--- src/rtl/pulse_param_loader.sv ---
// UART frame loader for pulse-sequencer timing parameters.
// Checked frames fill shadow registers; a commit frame copies them all to the live outputs in one clock.
module pulse_param_loader #(
    parameter int unsigned TIMEOUT_CYCLES = 500000
) (
    input  logic        i_clk,
    input  logic        i_reset,
    input  logic [7:0]  i_rx_data,
    input  logic        i_rx_valid,
    output logic [31:0] o_per,
    output logic [15:0] o_p1wid,
    output logic [15:0] o_del,
    output logic [15:0] o_p2wid,
    output logic [15:0] o_p1wid2,
    output logic [15:0] o_del2,
    output logic [15:0] o_p2wid2,
    output logic [15:0] o_p1st2,
    output logic [15:0] o_nut_d,
    output logic [15:0] o_p_bl_hf,
    output logic [7:0]  o_nut_w,
    output logic [7:0]  o_cp,
    output logic [7:0]  o_p_bl,
    output logic [6:0]  o_pr_att,
    output logic [6:0]  o_po_att,
    output logic        o_bl,
    output logic        o_phsub,
    output logic        o_upd,
    output logic        o_frame_ok,
    output logic        o_frame_err,
    output logic [7:0]  o_err_cnt
);

    // state  | meaning
    // S_IDLE | waiting for the 0xA5 sync byte
    // S_ADDR | next byte is the register address
    // S_DATA | collecting N data bytes, LSB first
    // S_CHK  | next byte is the XOR checksum
    typedef enum logic [1:0] {S_IDLE, S_ADDR, S_DATA, S_CHK} state_t;

    localparam int TO_W = (TIMEOUT_CYCLES > 2) ? $clog2(TIMEOUT_CYCLES) : 1;
    localparam logic [TO_W-1:0] TO_TC = TO_W'(TIMEOUT_CYCLES - 1);
    localparam logic [7:0] SYNC_BYTE   = 8'hA5;
    localparam logic [7:0] COMMIT_ADDR = 8'h10;

    state_t          r_state;
    state_t          w_state_next;
    logic [TO_W-1:0] r_to_cnt;
    logic [2:0]      r_byte_cnt;
    logic [2:0]      r_n;
    logic [7:0]      r_addr;
    logic [7:0]      r_chk;
    logic [31:0]     r_data_buf;
    logic            r_upd;
    logic            r_frame_ok;
    logic            r_frame_err;
    logic [7:0]      r_err_cnt;

    logic            w_addr_ok;
    logic [2:0]      w_addr_n;
    logic            w_timeout;
    logic            w_ok;
    logic            w_err;
    logic            w_commit;
    logic            w_shadow_wr;

    logic [31:0] r_sh_per,    r_lv_per;
    logic [15:0] r_sh_p1wid,  r_lv_p1wid;
    logic [15:0] r_sh_del,    r_lv_del;
    logic [15:0] r_sh_p2wid,  r_lv_p2wid;
    logic [15:0] r_sh_p1wid2, r_lv_p1wid2;
    logic [15:0] r_sh_del2,   r_lv_del2;
    logic [15:0] r_sh_p2wid2, r_lv_p2wid2;
    logic [15:0] r_sh_p1st2,  r_lv_p1st2;
    logic [15:0] r_sh_nut_d,  r_lv_nut_d;
    logic [15:0] r_sh_p_bl_hf, r_lv_p_bl_hf;
    logic [7:0]  r_sh_nut_w,  r_lv_nut_w;
    logic [7:0]  r_sh_cp,     r_lv_cp;
    logic [7:0]  r_sh_p_bl,   r_lv_p_bl;
    logic [6:0]  r_sh_pr_att, r_lv_pr_att;
    logic [6:0]  r_sh_po_att, r_lv_po_att;
    logic        r_sh_bl,     r_lv_bl;
    logic        r_sh_phsub,  r_lv_phsub;

    // Address map: payload length per register, and whether the address exists at all.
    always_comb begin
        w_addr_ok = 1'b1;
        w_addr_n  = 3'd0;
        case (i_rx_data)
            8'h00:                             w_addr_n = 3'd4;
            8'h01, 8'h02, 8'h03, 8'h04, 8'h05,
            8'h06, 8'h07, 8'h09, 8'h0E:        w_addr_n = 3'd2;
            8'h08, 8'h0A, 8'h0B, 8'h0C, 8'h0D,
            8'h0F:                             w_addr_n = 3'd1;
            8'h10:                             w_addr_n = 3'd0;
            default:                           w_addr_ok = 1'b0;
        endcase
    end

    always_ff @(posedge i_clk or posedge i_reset) begin
        if (i_reset) begin
            r_state <= S_IDLE;
        end else begin
            r_state <= w_state_next;
        end
    end

    // A byte arriving on the terminal-count cycle suppresses the timeout.
    assign w_timeout = (r_state != S_IDLE) && !i_rx_valid && (r_to_cnt == TO_TC);

    always_comb begin
        w_state_next = r_state;
        w_ok         = 1'b0;
        w_err        = 1'b0;
        case (r_state)
            S_IDLE: begin
                if (i_rx_valid && (i_rx_data == SYNC_BYTE)) begin
                    w_state_next = S_ADDR;
                end
            end
            S_ADDR: begin
                if (i_rx_valid) begin
                    if (!w_addr_ok) begin
                        w_state_next = S_IDLE;
                        w_err        = 1'b1;
                    end else if (w_addr_n == 3'd0) begin
                        w_state_next = S_CHK;
                    end else begin
                        w_state_next = S_DATA;
                    end
                end
            end
            S_DATA: begin
                if (i_rx_valid && ((r_byte_cnt + 3'd1) == r_n)) begin
                    w_state_next = S_CHK;
                end
            end
            S_CHK: begin
                if (i_rx_valid) begin
                    w_state_next = S_IDLE;
                    if (i_rx_data == r_chk) begin
                        w_ok = 1'b1;
                    end else begin
                        w_err = 1'b1;
                    end
                end
            end
            default: w_state_next = S_IDLE;
        endcase
        if (w_timeout) begin
            w_state_next = S_IDLE;
            w_err        = 1'b1;
        end
    end

    assign w_commit    = w_ok && (r_addr == COMMIT_ADDR);
    assign w_shadow_wr = w_ok && (r_addr != COMMIT_ADDR);

    always_ff @(posedge i_clk or posedge i_reset) begin
        if (i_reset) begin
            r_to_cnt    <= '0;
            r_byte_cnt  <= 3'd0;
            r_n         <= 3'd0;
            r_addr      <= 8'd0;
            r_chk       <= 8'd0;
            r_data_buf  <= 32'd0;
            r_upd       <= 1'b0;
            r_frame_ok  <= 1'b0;
            r_frame_err <= 1'b0;
            r_err_cnt   <= 8'd0;
        end else begin
            if ((r_state == S_IDLE) || i_rx_valid) begin
                r_to_cnt <= '0;
            end else if (r_to_cnt != TO_TC) begin
                r_to_cnt <= r_to_cnt + 1'b1;
            end

            r_frame_ok  <= w_ok;
            r_frame_err <= w_err;
            r_upd       <= w_commit;
            if (w_err && (r_err_cnt != 8'hFF)) begin
                r_err_cnt <= r_err_cnt + 8'd1;
            end

            if (i_rx_valid) begin
                case (r_state)
                    S_IDLE: begin
                        r_data_buf <= 32'd0;
                        r_byte_cnt <= 3'd0;
                    end
                    S_ADDR: begin
                        r_addr     <= i_rx_data;
                        r_n        <= w_addr_n;
                        r_chk      <= i_rx_data;
                        r_byte_cnt <= 3'd0;
                    end
                    S_DATA: begin
                        r_data_buf[{r_byte_cnt[1:0], 3'b000} +: 8] <= i_rx_data;
                        r_byte_cnt <= r_byte_cnt + 3'd1;
                        r_chk      <= r_chk ^ i_rx_data;
                    end
                    default: ;
                endcase
            end
        end
    end

    always_ff @(posedge i_clk or posedge i_reset) begin
        if (i_reset) begin
            r_sh_per     <= 32'd10000;
            r_sh_p1wid   <= 16'd30;
            r_sh_del     <= 16'd200;
            r_sh_p2wid   <= 16'd60;
            r_sh_p1wid2  <= 16'd0;
            r_sh_del2    <= 16'd0;
            r_sh_p2wid2  <= 16'd0;
            r_sh_p1st2   <= 16'd0;
            r_sh_nut_d   <= 16'd0;
            r_sh_p_bl_hf <= 16'd50;
            r_sh_nut_w   <= 8'd0;
            r_sh_cp      <= 8'd1;
            r_sh_p_bl    <= 8'd100;
            r_sh_pr_att  <= 7'd0;
            r_sh_po_att  <= 7'd0;
            r_sh_bl      <= 1'b1;
            r_sh_phsub   <= 1'b0;
        end else if (w_shadow_wr) begin
            case (r_addr)
                8'h00: r_sh_per     <= r_data_buf;
                8'h01: r_sh_p1wid   <= r_data_buf[15:0];
                8'h02: r_sh_del     <= r_data_buf[15:0];
                8'h03: r_sh_p2wid   <= r_data_buf[15:0];
                8'h04: r_sh_p1wid2  <= r_data_buf[15:0];
                8'h05: r_sh_del2    <= r_data_buf[15:0];
                8'h06: r_sh_p2wid2  <= r_data_buf[15:0];
                8'h07: r_sh_p1st2   <= r_data_buf[15:0];
                8'h08: r_sh_nut_w   <= r_data_buf[7:0];
                8'h09: r_sh_nut_d   <= r_data_buf[15:0];
                8'h0A: r_sh_pr_att  <= r_data_buf[6:0];
                8'h0B: r_sh_po_att  <= r_data_buf[6:0];
                8'h0C: r_sh_cp      <= r_data_buf[7:0];
                8'h0D: r_sh_p_bl    <= r_data_buf[7:0];
                8'h0E: r_sh_p_bl_hf <= r_data_buf[15:0];
                8'h0F: begin
                    r_sh_bl    <= r_data_buf[0];
                    r_sh_phsub <= r_data_buf[1];
                end
                default: ;
            endcase
        end
    end

    // Live set only moves on commit so the pulse engine never sees a half-updated frame.
    always_ff @(posedge i_clk or posedge i_reset) begin
        if (i_reset) begin
            r_lv_per     <= 32'd10000;
            r_lv_p1wid   <= 16'd30;
            r_lv_del     <= 16'd200;
            r_lv_p2wid   <= 16'd60;
            r_lv_p1wid2  <= 16'd0;
            r_lv_del2    <= 16'd0;
            r_lv_p2wid2  <= 16'd0;
            r_lv_p1st2   <= 16'd0;
            r_lv_nut_d   <= 16'd0;
            r_lv_p_bl_hf <= 16'd50;
            r_lv_nut_w   <= 8'd0;
            r_lv_cp      <= 8'd1;
            r_lv_p_bl    <= 8'd100;
            r_lv_pr_att  <= 7'd0;
            r_lv_po_att  <= 7'd0;
            r_lv_bl      <= 1'b1;
            r_lv_phsub   <= 1'b0;
        end else if (w_commit) begin
            r_lv_per     <= r_sh_per;
            r_lv_p1wid   <= r_sh_p1wid;
            r_lv_del     <= r_sh_del;
            r_lv_p2wid   <= r_sh_p2wid;
            r_lv_p1wid2  <= r_sh_p1wid2;
            r_lv_del2    <= r_sh_del2;
            r_lv_p2wid2  <= r_sh_p2wid2;
            r_lv_p1st2   <= r_sh_p1st2;
            r_lv_nut_d   <= r_sh_nut_d;
            r_lv_p_bl_hf <= r_sh_p_bl_hf;
            r_lv_nut_w   <= r_sh_nut_w;
            r_lv_cp      <= r_sh_cp;
            r_lv_p_bl    <= r_sh_p_bl;
            r_lv_pr_att  <= r_sh_pr_att;
            r_lv_po_att  <= r_sh_po_att;
            r_lv_bl      <= r_sh_bl;
            r_lv_phsub   <= r_sh_phsub;
        end
    end

    assign o_per       = r_lv_per;
    assign o_p1wid     = r_lv_p1wid;
    assign o_del       = r_lv_del;
    assign o_p2wid     = r_lv_p2wid;
    assign o_p1wid2    = r_lv_p1wid2;
    assign o_del2      = r_lv_del2;
    assign o_p2wid2    = r_lv_p2wid2;
    assign o_p1st2     = r_lv_p1st2;
    assign o_nut_d     = r_lv_nut_d;
    assign o_p_bl_hf   = r_lv_p_bl_hf;
    assign o_nut_w     = r_lv_nut_w;
    assign o_cp        = r_lv_cp;
    assign o_p_bl      = r_lv_p_bl;
    assign o_pr_att    = r_lv_pr_att;
    assign o_po_att    = r_lv_po_att;
    assign o_bl        = r_lv_bl;
    assign o_phsub     = r_lv_phsub;
    assign o_upd       = r_upd;
    assign o_frame_ok  = r_frame_ok;
    assign o_frame_err = r_frame_err;
    assign o_err_cnt   = r_err_cnt;

endmodule

--- config.mk ---
export PLATFORM = sky130hd
export DESIGN_NAME = pulse_param_loader
export DESIGN_NICKNAME = d
export VERILOG_FILES = /design/src/rtl/pulse_param_loader.sv
export SDC_FILE = /design/constraint.sdc
export NUM_CORES = 1
export LEC_CHECK = 0
export BUFFER_PORTS_ARGS = -buffer_cell sky130_fd_sc_hd__buf_4
export CORE_ASPECT_RATIO = 1.75
export CORE_MARGIN = 2
export CORE_UTILIZATION = 58
export DETAILED_ROUTE_END_ITERATION = 8
export PLACE_DENSITY_LB_ADDON = 0.3
export RECOVER_POWER = 100
export SETUP_SLACK_MARGIN = 0.4
export SYNTH_ARGS = -nofsm -noshare
export SYNTH_HDL_FRONTEND = slang
export SYNTH_SLANG_ARGS = --single-unit
--- constraint.sdc ---
create_clock -name i_clk -period 17.1 [get_ports i_clk]
set_input_delay 0.855 -clock i_clk [delete_from_list [all_inputs] [get_ports i_clk]]
set_output_delay 0.855 -clock i_clk [all_outputs]
set_load 0.01 [all_outputs]
==> key figures <==
Outcome
  • Status: finished, violations left
  • Violations in the final reports: max-capacitance violations, max-slew violations

Power and ir drop
  • Sw Pwr: 0.611 mW
  • Design internal power: 1.90 mW
  • Fraction of power spent switching nets: 24.4%
  • Maximum vdd drop: 0.0866 mV
  • Power density over the cells: 108 nW/um^2
  • Sequential fraction of design power: 52.7%
  • Part of the power in combinational logic: 6.9%
  • Clock Power Share: 40.4%
  • Reported leakage power: 11.1 nW

Final layout
  • Most common library cell in the layout ignoring fill and taps: dfrtp_1
  • Most frequent cells in the layout: dfrtp_1, mux2_2, clkbuf_1, clkbuf_16, dfstp_2
  • Number of antenna repair diodes: 0
  • Fraction of final layout cells with drive strength greater than 1: 34.9%
  • Area Overhead vs Synth: 11.8%
  • Final instance area: 23100 sq um
  • Filler-free cell count of the finished design: 2052
  • Fin nets: 1573

Clock tree
  • Clock Tree Root: clkbuf_16
  • CTS sink cnt: 518
  • Resize count post-CTS: 0
  • Number of buffers on the longest clock path: 3
  • Clock edge transition at the registers on the reported setup and hold paths: 70 ps
  • Number of clock buffers inserted by TritonCTS: 44
  • Latest clock arrival within the worst-skew pair: 560 ps
  • Count of hold buffers inserted by post-cts repair: 0
  • Depth of the CTS H-tree: 2
  • Clock tree from TritonCTS: yes
  • Post-CTS setup buffers: 0

Placement
  • Number of placed instances, taps included: 1970
  • HPWL Detailed: 29700 um
  • Dpl cell area: 22800 sq um
  • Total of buffers placed on input and output ports: 237
  • Gp weighted congestion: 0.857

Yosys
  • Synthesized flop and latch total: 518
  • Number of unique standard cell types used by synthesis: 56
  • Top_reg_cell synth: dfrtp_1
  • Post-Synth Simple-Gate Area: 4.73%
  • Number of synthesized flops with an enable pin: 0
  • Ys async rst share: 100%
  • Combined area of all synthesized cells: 20700 sq um
  • Share of the synthesized area in compound gates (AO/OA/AOI/OAI): 3.11%
  • Area share of the largest cell type after synthesis: 56.8%
  • Post-synthesis cell type with the largest combined area: dfrtp_1
  • Adder and majority cell fraction of the synthesized area: 0.665%
  • Top area cells in the synthesized netlist: dfrtp_1, mux2_2, dfstp_2
  • Combinational family with the most area after synthesis: multiplexers
  • Number of standard cells after synthesis: 1331
  • Post-synth net total: 1353
  • Count of yosys warnings during synthesis: 0
  • Mux share of post-synthesis cell area: 25.0%
  • XOR/XNOR share of the synthesized area: 1.29%
  • Sequential-to-total area share from yosys stat: 62.9%
  • Post-synthesis area per instance: 15.5 sq um

Timing
  • Final period demand of the worst path: 8130 ps
  • Number of failing setup endpoints in the final timing report: 0
  • Final period utilization: 47.5%
  • Worst Skew: 15.3 ps
  • Final max-slew violation count: 578
  • Max-slew headroom at the worst pin: -243%
  • Unrepaired setup endpoints after global routing: no
  • Final Hold Violating Endpoints: 0
  • Total negative slack for setup checks: 0 ps
  • Transition time at the pin with the least slew margin: 5110 ps
  • Achievable frequency: 123 MHz

GRT
  • Global-route wire length before repair: 72000 um
  • Initial antenna violation count: 0
  • Maximum number of pins on one net before global-route repair: 182
  • Global Route Usage Sum: 25.0%
  • Total congestion overflow after global routing: 0
  • Vias in the first global route: 12489

Detailed routing
  • First-pass detailed-route iteration total: 4
  • Routed wire length on met3: 1860 um
  • Overall via count from detail_route: 11783
  • Residual DRC: 0
  • Detailed-route vias per instance: 5.74
  • 1st-iter DRT viols: 644
  • ANT nets after route: 0
  • Wire length on met2: 24200 um
  • DRT met1 WL: 17900 um
  • Wirelength, routed: 45700 um
  • Highest routing layer actually used: met4
  • Mean routed wirelength per cell: 22.3 um

Critical path
  • Maximum fanout along the worst path: 82
  • Maximum single-stage delay on the critical path: 3320 ps
  • Critical path origin: i_rx_data[2]
  • Terminus of the critical flop-to-flop path: o_nut_d[7]
  • Setup CP Type: input pin to flip-flop
  • Critical Path Slowest Stage Cell: clkbuf_1
  • Worst setup slack for register-to-register paths: 9170 ps
  • Number of cell instances on the worst register-to-register path: 7
  • Required time of the critical path: 17580 ps
  • Setup crit start kind: input pin
  • Signal arrival time at the worst endpoint: 8610 ps
  • Ordered cell list for the critical path: clkbuf_1, xor2_1, nor2_1, nand4_1, nor2_4, clkbuf_1, clkbuf_1, mux2_2
  • Worst reg2reg path startpoint: r_chk[6]
  • Kind of end point of the critical path: flip-flop
  • Cell occurring most often along the worst timing path: clkbuf_1

Hold path
  • Origin of the worst min-delay path: r_sh_p1st2[3]
  • Worst hold path endpoint: r_sh_p1st2[3]
  • Worst hold stages: 1
  • Worst min path class: flip-flop to flip-flop

Floorplanning
  • Die area: 37300 sq um
  • Site row count: 91
  • Initial standard-cell utilization of the core: 58.8%
  • I/O pin cnt: 238
  • Die Y: 254 um
  • Floorplan die width: 147 um
  • Core outline area: 35200 sq um

Flow run
  • Max-cap check violation count: 14
-- through the flow --
step	power (mW)	utilization [%]	setup WS (ps)	hold WS (ps)
after detailed placement	1.54	64.7	12880	480
after floorplan	1.47	-	1850	452
after CTS	2.55	68.9	13450	493
final	2.51	65.7	8970	489
after global placement	1.53	64.7	12940	474
after global routing	2.60	65.7	7800	512
-- kinds of logic (layout without fill, tap and decap cells) --
kind of cell / count (synthesis) / count (layout)
flip-flops: 518 / 518
multiplexers: 446 / 446
AND/OR/NAND/NOR: 152 / 152
buffers and inverters: 89 / 345
AO/OA/AOI/OAI: 86 / 86
XOR/XNOR: 29 / 29
adder cells (fa/ha/maj): 11 / 11
-- critical path, delay by kind of cell --
| family | cells | cell delay, ps |
|---|---|---|
| xor gates and xnor gates | 1 | 180 |
| muxes | 1 | 640 |
| buffers and inverters | 3 | 6400 |
| and+or+nand+nor | 3 | 410 |
-- synthesized netlist by cell type (2+ instances only) --
| cell type | n |
|---|---|
| a2111oi_0 | 2 |
| a21boi_0 | 2 |
| a21oi_1 | 14 |
| a22o_1 | 34 |
| a311oi_1 | 9 |
| and2_1 | 5 |
| and4_1 | 2 |
| buf_1 | 2 |
| buf_12 | 5 |
| buf_4 | 5 |
| buf_6 | 5 |
| clkbuf_1 | 59 |
| dfrtp_1 | 470 |
| dfstp_2 | 48 |
| ha_1 | 11 |
| inv_1 | 12 |
| mux2_2 | 403 |
| mux2_4 | 40 |
| mux2i_1 | 2 |
| nand2_1 | 29 |
| nand2b_1 | 4 |
| nand3_1 | 9 |
| nand3b_1 | 2 |
| nand4_1 | 10 |
| nor2_1 | 36 |
| nor2b_1 | 3 |
| nor3_1 | 8 |
| nor3_4 | 11 |
| nor3b_1 | 5 |
| nor4_1 | 6 |
| nor4_4 | 4 |
| nor4b_1 | 3 |
| nor4bb_1 | 2 |
| o21a_1 | 2 |
| o21ai_0 | 9 |
| o21ai_1 | 4 |
| or3_1 | 8 |
| or4_4 | 2 |
| xnor2_1 | 10 |
| xor2_1 | 18 |
-- power by group through the flow --
stage | Sequential (mW) | Clock (mW) | Combinational, mW
after global routing | 1.33 | 1.08 | 0.195
after global placement | 1.35 | 0 | 0.184
final | 1.32 | 1.01 | 0.172
after detailed placement | 1.35 | 0 | 0.191
after CTS | 1.33 | 1.03 | 0.192
after floorplan | 1.31 | 0 | 0.154
-- per-layer routing --
layer / vias up / global-route usage, %
met3: 77 / 3.39
met2: 300 / 45.1
met1: 6213 / 30.7
li1: 5193 / -
met4: 0 / 9.13
met5: - / 0
-- worst max-delay path by stage --
stage	to	slack, ps	depth (start not counted)
global placement	r_sh_per[27]	12940	7
floorplan	o_cp[1]	1850	1
finish	o_nut_d[7]	8970	8
global route	r_sh_p2wid[15]	7800	4
CTS	r_sh_per[30]	13450	7
detailed placement	r_sh_per[25]	12880	7
-- flip-flops by register name, indices dropped and copies added, names as in the netlist, 19 cells and up --
register	flops
o_per	32
r_data_buf	32
r_sh_per	32
r_to_cnt	19
-- layout make-up --
cell class              count  area, sq um
inverters                  12         46.3
repair buffers            251         1040
flip-flops and latches    518        13000
well taps                 465          582
multi-input cells         724         6980
fillers                  2717        12100
clock inverters            16          191
clock buffers              66         1260
Note: power is estimated with default switching activity, not from simulation.
